--- src/rtl/bpred_pkg.sv ---
// -----------------------------------------------------------------------------
// bpred_pkg
// Shared definitions for the dynamic branch predictor:
//   - bpred_state_t  : table state (ST_INIT while sweeping, ST_RUN afterwards)
//   - bpred_idx/tag  : index and tag extraction from a pc, widths as arguments
//                      so the same helpers serve any ENTRIES / TAG_W choice
//   - counter helpers and the default-width constants CTR_MAX, CTR_WEAK_T,
//     CTR_WEAK_NT
// No ports (package).
// -----------------------------------------------------------------------------
package bpred_pkg;

   typedef enum logic {
      ST_INIT = 1'b0,
      ST_RUN  = 1'b1
   } bpred_state_t;

   // Default geometry; the top module parameters default to these values.
   localparam int BPRED_XLEN  = 32;
   localparam int BPRED_IDX_W = 6;
   localparam int BPRED_TAG_W = 8;
   localparam int BPRED_CTR_W = 2;

   // pc helpers work on a 64-bit container so any XLEN up to 64 fits.
   function automatic logic [63:0] bpred_idx(input logic [63:0] pc, input int idx_w);
      return (pc >> 2) & ((64'd1 << idx_w) - 64'd1);
   endfunction

   function automatic logic [63:0] bpred_tag(input logic [63:0] pc, input int idx_w,
                                             input int tag_w);
      return (pc >> (idx_w + 2)) & ((64'd1 << tag_w) - 64'd1);
   endfunction

   function automatic int bpred_ctr_max(input int w);
      return (1 << w) - 1;
   endfunction

   // Weakly taken: MSB set, all other bits clear.
   function automatic int bpred_ctr_weak_t(input int w);
      return 1 << (w - 1);
   endfunction

   // Weakly not-taken: one below weakly taken.
   function automatic int bpred_ctr_weak_nt(input int w);
      return (1 << (w - 1)) - 1;
   endfunction

   localparam int CTR_MAX     = bpred_ctr_max(BPRED_CTR_W);
   localparam int CTR_WEAK_T  = bpred_ctr_weak_t(BPRED_CTR_W);
   localparam int CTR_WEAK_NT = bpred_ctr_weak_nt(BPRED_CTR_W);

endpackage

--- src/rtl/bpred_sat_ctr.sv ---
// -----------------------------------------------------------------------------
// bpred_sat_ctr
// Combinational saturating up/down counter step.
// Ports:
//   ctr      in  CTR_W  current counter value
//   taken    in  1      1 = count up, 0 = count down
//   ctr_next out CTR_W  next value, clamped to [0, 2^CTR_W-1]
// -----------------------------------------------------------------------------
module bpred_sat_ctr
   import bpred_pkg::*;
#(
   parameter int CTR_W = 2
) (
   input  logic [CTR_W-1:0] ctr,
   input  logic             taken,
   output logic [CTR_W-1:0] ctr_next
);

   localparam logic [CTR_W-1:0] MAX_VAL = CTR_W'(bpred_ctr_max(CTR_W));

   always_comb begin
      ctr_next = ctr;
      if (taken) begin
         if (ctr != MAX_VAL) begin
            ctr_next = ctr + CTR_W'(1);
         end
      end else begin
         if (ctr != '0) begin
            ctr_next = ctr - CTR_W'(1);
         end
      end
   end

endmodule

--- src/rtl/branch_predictor.sv ---
// -----------------------------------------------------------------------------
// branch_predictor
// Direct-mapped, tagged dynamic branch predictor. Fetch looks up
// combinationally; execute writes the resolved outcome back at the clock edge.
// After reset the table is swept one entry per cycle (w_ready=0 meanwhile).
// Optional statistics counters are built when BPRED_STATS_EN is defined.
// Ports:
//   w_clk            in   clock, rising edge
//   w_rst_n          in   synchronous active-low reset
//   w_ce             in   clock enable for table updates (sweep ignores it)
//   w_ready          out  table initialised
//   w_lk_pc          in   fetch pc
//   w_lk_hit         out  valid entry with matching tag
//   w_lk_taken       out  predict taken
//   w_lk_target      out  predicted target (0 when not taken)
//   w_upd_valid      in   resolved conditional branch present
//   w_upd_pc         in   pc of resolved branch
//   w_upd_taken      in   actual outcome
//   w_upd_target     in   actual taken target
//   w_upd_pred_taken in   prediction carried with the branch
//   w_mispredict     out  w_upd_valid & (pred != actual), combinational
//   w_stat_upd       out  accepted updates    (BPRED_STATS_EN only)
//   w_stat_miss      out  accepted mispredicts (BPRED_STATS_EN only)
// -----------------------------------------------------------------------------
module branch_predictor
   import bpred_pkg::*;
#(
   parameter int XLEN    = BPRED_XLEN,
   parameter int ENTRIES = 64,
   parameter int TAG_W   = BPRED_TAG_W,
   parameter int CTR_W   = BPRED_CTR_W
) (
   input  logic            w_clk,
   input  logic            w_rst_n,
   input  logic            w_ce,
   output logic            w_ready,
   input  logic [XLEN-1:0] w_lk_pc,
   output logic            w_lk_hit,
   output logic            w_lk_taken,
   output logic [XLEN-1:0] w_lk_target,
   input  logic            w_upd_valid,
   input  logic [XLEN-1:0] w_upd_pc,
   input  logic            w_upd_taken,
   input  logic [XLEN-1:0] w_upd_target,
   input  logic            w_upd_pred_taken,
   output logic            w_mispredict
`ifdef BPRED_STATS_EN
   ,
   output logic [31:0]     w_stat_upd,
   output logic [31:0]     w_stat_miss
`endif
);

   localparam int               IDX_W     = $clog2(ENTRIES);
   localparam logic [CTR_W-1:0] CTR_CLEAR = CTR_W'(bpred_ctr_weak_nt(CTR_W));
   localparam logic [CTR_W-1:0] CTR_ALLOC = CTR_W'(bpred_ctr_weak_t(CTR_W));
   localparam logic [IDX_W-1:0] PTR_LAST  = IDX_W'(ENTRIES - 1);

   bpred_state_t     state_reg, state_next;
   logic [IDX_W-1:0] ptr_reg;

   logic             valid_reg  [ENTRIES];
   logic [TAG_W-1:0] tag_reg    [ENTRIES];
   logic [CTR_W-1:0] ctr_reg    [ENTRIES];
   logic [XLEN-1:0]  target_reg [ENTRIES];

   logic [IDX_W-1:0] lk_idx, upd_idx;
   logic [TAG_W-1:0] lk_tag, upd_tag;
   logic             upd_hit, upd_en;
   logic [CTR_W-1:0] ctr_upd;

   assign lk_idx  = IDX_W'(bpred_idx(64'(w_lk_pc), IDX_W));
   assign lk_tag  = TAG_W'(bpred_tag(64'(w_lk_pc), IDX_W, TAG_W));
   assign upd_idx = IDX_W'(bpred_idx(64'(w_upd_pc), IDX_W));
   assign upd_tag = TAG_W'(bpred_tag(64'(w_upd_pc), IDX_W, TAG_W));

   assign w_ready      = (state_reg == ST_RUN);
   assign w_mispredict = w_upd_valid & (w_upd_pred_taken != w_upd_taken);
   assign upd_en       = w_ready & w_ce & w_upd_valid;
   assign upd_hit      = valid_reg[upd_idx] & (tag_reg[upd_idx] == upd_tag);

   // Lookup reads the registered table, so a same-cycle update is not bypassed.
   always_comb begin
      w_lk_hit    = w_ready & valid_reg[lk_idx] & (tag_reg[lk_idx] == lk_tag);
      w_lk_taken  = w_lk_hit & ctr_reg[lk_idx][CTR_W-1];
      w_lk_target = w_lk_taken ? target_reg[lk_idx] : '0;
   end

   bpred_sat_ctr #(.CTR_W(CTR_W)) u_sat_ctr (
      .ctr      (ctr_reg[upd_idx]),
      .taken    (w_upd_taken),
      .ctr_next (ctr_upd)
   );

   // State machine: next-state logic.
   always_comb begin
      state_next = state_reg;
      case (state_reg)
         ST_INIT: if (ptr_reg == PTR_LAST) state_next = ST_RUN;
         ST_RUN:  state_next = ST_RUN;
         default: state_next = ST_INIT;
      endcase
   end

   always_ff @(posedge w_clk) begin
      if (!w_rst_n) begin
         state_reg <= ST_INIT;
         ptr_reg   <= '0;
      end else begin
         state_reg <= state_next;
         if (state_reg == ST_INIT) begin
            ptr_reg <= ptr_reg + IDX_W'(1);
         end
      end
   end

   // Table storage has no reset of its own; the sweep clears it, and lookups
   // are masked by w_ready until the sweep completes.
   always_ff @(posedge w_clk) begin
      if (w_rst_n) begin
         if (state_reg == ST_INIT) begin
            valid_reg[ptr_reg]  <= 1'b0;
            ctr_reg[ptr_reg]    <= CTR_CLEAR;
            target_reg[ptr_reg] <= '0;
         end else if (upd_en) begin
            if (upd_hit) begin
               ctr_reg[upd_idx] <= ctr_upd;
               if (w_upd_taken) begin
                  target_reg[upd_idx] <= w_upd_target;
               end
            end else if (w_upd_taken) begin
               // Taken miss: claim the slot, evicting any alias.
               valid_reg[upd_idx]  <= 1'b1;
               tag_reg[upd_idx]    <= upd_tag;
               ctr_reg[upd_idx]    <= CTR_ALLOC;
               target_reg[upd_idx] <= w_upd_target;
            end
         end
      end
   end

`ifdef BPRED_STATS_EN
   logic [31:0] stat_upd_reg, stat_miss_reg;

   always_ff @(posedge w_clk) begin
      if (!w_rst_n) begin
         stat_upd_reg  <= '0;
         stat_miss_reg <= '0;
      end else if (upd_en) begin
         if (stat_upd_reg != '1) begin
            stat_upd_reg <= stat_upd_reg + 32'd1;
         end
         if (w_mispredict && (stat_miss_reg != '1)) begin
            stat_miss_reg <= stat_miss_reg + 32'd1;
         end
      end
   end

   assign w_stat_upd  = stat_upd_reg;
   assign w_stat_miss = stat_miss_reg;
`endif

endmodule
--- config.mk ---
export PLATFORM = sky130hd
export DESIGN_NAME = branch_predictor
export DESIGN_NICKNAME = d
export VERILOG_FILES = /design/src/rtl/bpred_pkg.sv /design/src/rtl/bpred_sat_ctr.sv /design/src/rtl/branch_predictor.sv
export SDC_FILE = /design/constraint.sdc
export NUM_CORES = 2
export LEC_CHECK = 0
export ABC_AREA = 1
export CORE_ASPECT_RATIO = 1.5
export CORE_MARGIN = 2
export CORE_UTILIZATION = 60
export DETAILED_ROUTE_END_ITERATION = 8
export PLACE_DENSITY_LB_ADDON = 0.15
export SLEW_MARGIN = 0
export SYNTH_ARGS = -nofsm -noshare
export SYNTH_HDL_FRONTEND = slang
export SYNTH_SLANG_ARGS = --single-unit
--- constraint.sdc ---
create_clock -name w_clk -period 8.73 [get_ports w_clk]
set_input_delay 1.746 -clock w_clk [delete_from_list [all_inputs] [get_ports w_clk]]
set_output_delay 1.746 -clock w_clk [all_outputs]
set_load 0.005 [all_outputs]
==> run summary <==
For the number of cell rows, the log shows 198. The signal arrival time at the worst endpoint came out at 5830 ps. The tools report the starting density of the core as 0.6049. In this run the register-to-register setup slack is 3210 ps.

The register with the most flip-flops in the layout has 2048 of them. Summed over all layers, the global routing overflow is 0. The y dimension of the die is 546.0 um, and the synthesis warning total is 0. Once detail routing completed, the nets flagged for antenna violations numbered 0.

The master cell of the clock root buffer is sky130_fd_sc_hd__clkbuf_16. The placed instances occupy a cell area of 0.1219 mm2. The number of flops mapped to enable cells by yosys is 2752, and the routability congestion estimate from global placement is 0.9585. The synthesized design contains 2759 register bits.

For the cell count after synthesis, the log shows 9944. 138 I/O pins were placed. Setup repair after global routing left no endpoint under its margin. TritonCTS built the clock tree. The largest net degree at the start of global routing was 202; the first-pass detailed-route iteration total was 9.

The sequential fraction of the synthesis area was 0.7046. In this run the most critical hold path is launched from ptr_reg[4]. At the pin with the least slew margin, the transition time is 1397 ps. Endpoint of the worst hold-timing path: ptr_reg[4].

The die outline width came out at 365.3 um. The run gives 0.5599 as the met2 usage. The global routing stage identified its most utilized layer as met2.

The tools report the global router's overall resource usage as 0.3386. For this design, the CTS-stage hold fixing added 0 buffers. Counting I/O delays and the setup requirement, the final critical path takes 7577 ps. The tools report the number of nets produced by synthesis as 10050. Dominant synthesized flop cell: sky130_fd_sc_hd__edfxtp_1.

The critical path goes through buf_8 -> inv_8 -> buf_12 -> buf_4 -> o21ai_0 -> o221ai_1 -> nand3_1 -> nand2_1 -> a31oi_1 -> o21ai_0 -> nand2_1 -> nor2_1 -> clkdlybuf4s50_1. Once the clock tree was built, the resizer swapped 0 gates to a different size. Input and output buffers added on the ports amount to 101. The hold violation count in the final report is 0, and the instance count along the most critical hold path is 1. Startpoint type of the worst setup path: a primary input. The initial antenna violation count is 11, and the total routed wirelength is 344500 um.

Counting the fill cells in the layout gives 13980. The routed layout has 83270 vias. After the first detailed-routing iteration, the DRC count stood at 10780. Fraction of final layout cells with drive strength greater than 1: 0.09594. The buffers inserted during post-CTS setup optimization came out at 0. The critical path contains buffers and inverters numbering 5 combined. The CTS H-tree depth came out at 4. Family of cells with the greatest summed delay on the critical path: buffers and inverters. The worst hold path belongs to the class reg2reg. For the worst flop-to-flop path, the logic depth is 8. The worst reg2reg path endpoint is target_reg[41][15].

The fraction of met3 tracks used by global routing was 0.05755; the CTS buffer count was 246. The tools report the reg-to-reg startpoint as w_ready. The full die area is 0.1994 mm2, and the distinct cell type count after synthesis is 56. The register clock-pin slew on the reported worst setup and hold paths was 60 ps; the worst hold slack was 524.4 ps.

Across the run, the number of max-cap violations was 0. For the fmax, the log shows 132.0 MHz. The run finished with clean final reports. The number of global-route vias before repair is 80680, and the area growth from synthesis to final layout is 10.59%. Setup violations remaining at the end of the flow were counted as 0. In the final design database the tool counted 9943 nets.

The run gives 0.06859 as the worst relative slew slack. The first global-routing pass estimated 501400 um of wire. The tools report the worst clock skew on the final layout as 57.93 ps. Setup total negative slack on the finished layout was measured at 0 ps. In this run the standard cell core region covers 0.1942 mm2. With fillers left out, the area of the finished cells amounts to 0.1299 mm2.

The largest single stage delay on the critical path is 620 ps. The total leakage power came out at 47.99 nW. The tools report the clock latency reported for the late side of the worst-skew pair as 910 ps.

The power density normalized to cell area was 208.8 mW/mm2; the maximum fanout count along the critical path was 101. The library cell contributing the largest single delay on the critical path is sky130_fd_sc_hd__inv_8. The mean instance size in the synthesized netlist was 11.81 um2; the async set-or-reset flop fraction in the synthesized netlist was 0. Dividing the detail-routed via count by the number of cells gives 6.582. For this design, the sink count on the clock tree is 2759. For the detailed placer's ending HPWL, the log shows 200000 um.

The critical path is of the in2out type. The critical path capture point type is an output pin. The logs give 0 for the number of max-slew violations in the final report and 0.1175 mm2 for the total standard cell area after synthesis. Data on the critical path is required at its endpoint by 6980 ps.

The number of buffers on the longest clock path is 4, and the met1 layer usage reported by global route is 0.4188. The peak supply drop is 163.6 uV, and the final cycle utilization of the critical path is 0.8679. Post-detailed-route wirelength per cell: 27.23 um. Post-route DRC violation count: 0.
-- report_power, final --
part	internal (mW)	total [mW]	switching [mW]
logic	0.504	1.79	1.28
registers	14.4	14.4	0.00863
clock network	6.12	10.9	4.80
-- worst max path at each step --
stage	slack [ps]	depth (start not counted)	startpoint	endpoint
finish	1150	13	w_lk_pc[2]	w_lk_target[8]
global placement	1260	19	w_upd_pc[2]	tag_reg[35][3]
floorplan	1910	7	w_rst_n	target_reg[60][0]
CTS	1270	13	w_lk_pc[2]	w_lk_target[16]
global route	960	13	w_lk_pc[2]	w_lk_target[16]
detailed placement	1200	19	w_upd_pc[2]	tag_reg[35][3]
-- Yosys cell counts, types with 2 or more instances --
cell / count / area share
sky130_fd_sc_hd__edfxtp_1: 2752 / 0.70
sky130_fd_sc_hd__nand2_1: 1474 / 0.047
sky130_fd_sc_hd__nor2_1: 1398 / 0.045
sky130_fd_sc_hd__o21ai_0: 1349 / 0.057
sky130_fd_sc_hd__clkbuf_1: 473 / 0.015
sky130_fd_sc_hd__inv_1: 436 / 0.014
sky130_fd_sc_hd__nand3_1: 405 / 0.017
sky130_fd_sc_hd__a21oi_1: 391 / 0.017
sky130_fd_sc_hd__o221ai_1: 249 / 0.019
sky130_fd_sc_hd__o221a_2: 168 / 0.016
sky130_fd_sc_hd__buf_2: 143 / 0.0061
sky130_fd_sc_hd__a311oi_1: 100 / 0.0075
sky130_fd_sc_hd__nor3_1: 90 / 0.0038
sky130_fd_sc_hd__a221oi_1: 71 / 0.0053
sky130_fd_sc_hd__buf_1: 65 / 0.0021
sky130_fd_sc_hd__o21ai_1: 53 / 0.0023
sky130_fd_sc_hd__o211ai_1: 46 / 0.0029
sky130_fd_sc_hd__nand4_1: 36 / 0.0019
sky130_fd_sc_hd__o22ai_1: 29 / 0.0015
sky130_fd_sc_hd__a32o_1: 22 / 0.0019
sky130_fd_sc_hd__or2_2: 21 / 0.0011
sky130_fd_sc_hd__buf_4: 20 / 0.0013
sky130_fd_sc_hd__a31oi_1: 19 / 0.0010
sky130_fd_sc_hd__a22oi_1: 17 / 0.0011
sky130_fd_sc_hd__buf_6: 16 / 0.0015
sky130_fd_sc_hd__o311ai_0: 15 / 0.0011
sky130_fd_sc_hd__nor2_2: 10 / 0.00053
sky130_fd_sc_hd__nand4_4: 8 / 0.0014
sky130_fd_sc_hd__nor4_1: 8 / 0.00043
sky130_fd_sc_hd__dfxtp_1: 7 / 0.0012
sky130_fd_sc_hd__inv_2: 6 / 0.00019
sky130_fd_sc_hd__o31ai_1: 6 / 0.00038
sky130_fd_sc_hd__nand2_4: 5 / 0.00048
sky130_fd_sc_hd__or2_1: 5 / 0.00027
sky130_fd_sc_hd__clkinv_1: 3 / 0.000096
sky130_fd_sc_hd__o21bai_1: 3 / 0.00019
sky130_fd_sc_hd__o2bb2ai_1: 3 / 0.00022
sky130_fd_sc_hd__a221o_1: 2 / 0.00017
sky130_fd_sc_hd__o21ai_4: 2 / 0.00028
sky130_fd_sc_hd__xor2_1: 2 / 0.00015
-- logic make-up after synthesis --
family	count (synthesis)	synth area share
AND/OR/NAND/NOR	3466	0.1195
AO/OA/AOI/OAI	2551	0.1350
flip-flops	2759	0.7046
adder cells (fa/ha/maj)	1	0.0001065
XOR/XNOR	3	0.0002237
buffers and inverters	1164	0.04053
-- metal layers --
layer  vias to the layer above  wire, um
met4                         4     22680
met5                         -        30
met2                      4958    167900
met1                     40970    120400
li1                      36180         -
met3                      1158     33560
-- area by class of cell --
type	count	area, um2	share of cell area
timing repair buffer	366	3468	0.02669
tap	2600	3253	0.02504
sequential	2759	82780	0.6371
multi-input combinational	6021	30730	0.2365
antenna	12	30.03	0.0002311
clock buffer	294	6400	0.04926
inverter	446	1709	0.01315
clock inverter	152	1558	0.01199
-- cells in the final DEF, fill, tap and decap left out, drive strengths merged, types with 2 or more instances in the layout --
| cell | count |
|---|---|
| edfxtp | 2752 |
| nand2 | 1481 |
| nor2 | 1408 |
| o21ai | 1404 |
| inv | 450 |
| nand3 | 406 |
| a21oi | 392 |
| clkbuf | 294 |
| buf | 282 |
| o221ai | 249 |
| o221a | 168 |
| clkinv | 108 |
| a311oi | 100 |
| nor3 | 90 |
| clkdlybuf4s50 | 84 |
| a221oi | 71 |
| o211ai | 46 |
| nand4 | 44 |
| bufinv | 31 |
| o22ai | 29 |
| or2 | 27 |
| a32o | 22 |
| a31oi | 19 |
| a22oi | 17 |
| o311ai | 15 |
| diode | 12 |
| clkinvlp | 9 |
| nor4 | 8 |
| dfxtp | 7 |
| o31ai | 6 |
| o21bai | 3 |
| o2bb2ai | 3 |
| xor2 | 2 |
| a221o | 2 |
-- metrics by stage --
step | std cells | setup slack [ps] | total power [mW] | util
finish | 12650 | 1153 | 27.13 | 0.6689
global route | 12640 | 960.6 | 27.73 | 0.6688
CTS | 12640 | 1267 | 27.11 | 0.6688
detailed placement | 12190 | 1199 | 16.44 | 0.6278
global placement | 12190 | 1264 | 16.40 | 0.6278
floorplan | 9944 | 1913 | 15.77 | -
Note: power is estimated with default switching activity, not from simulation.
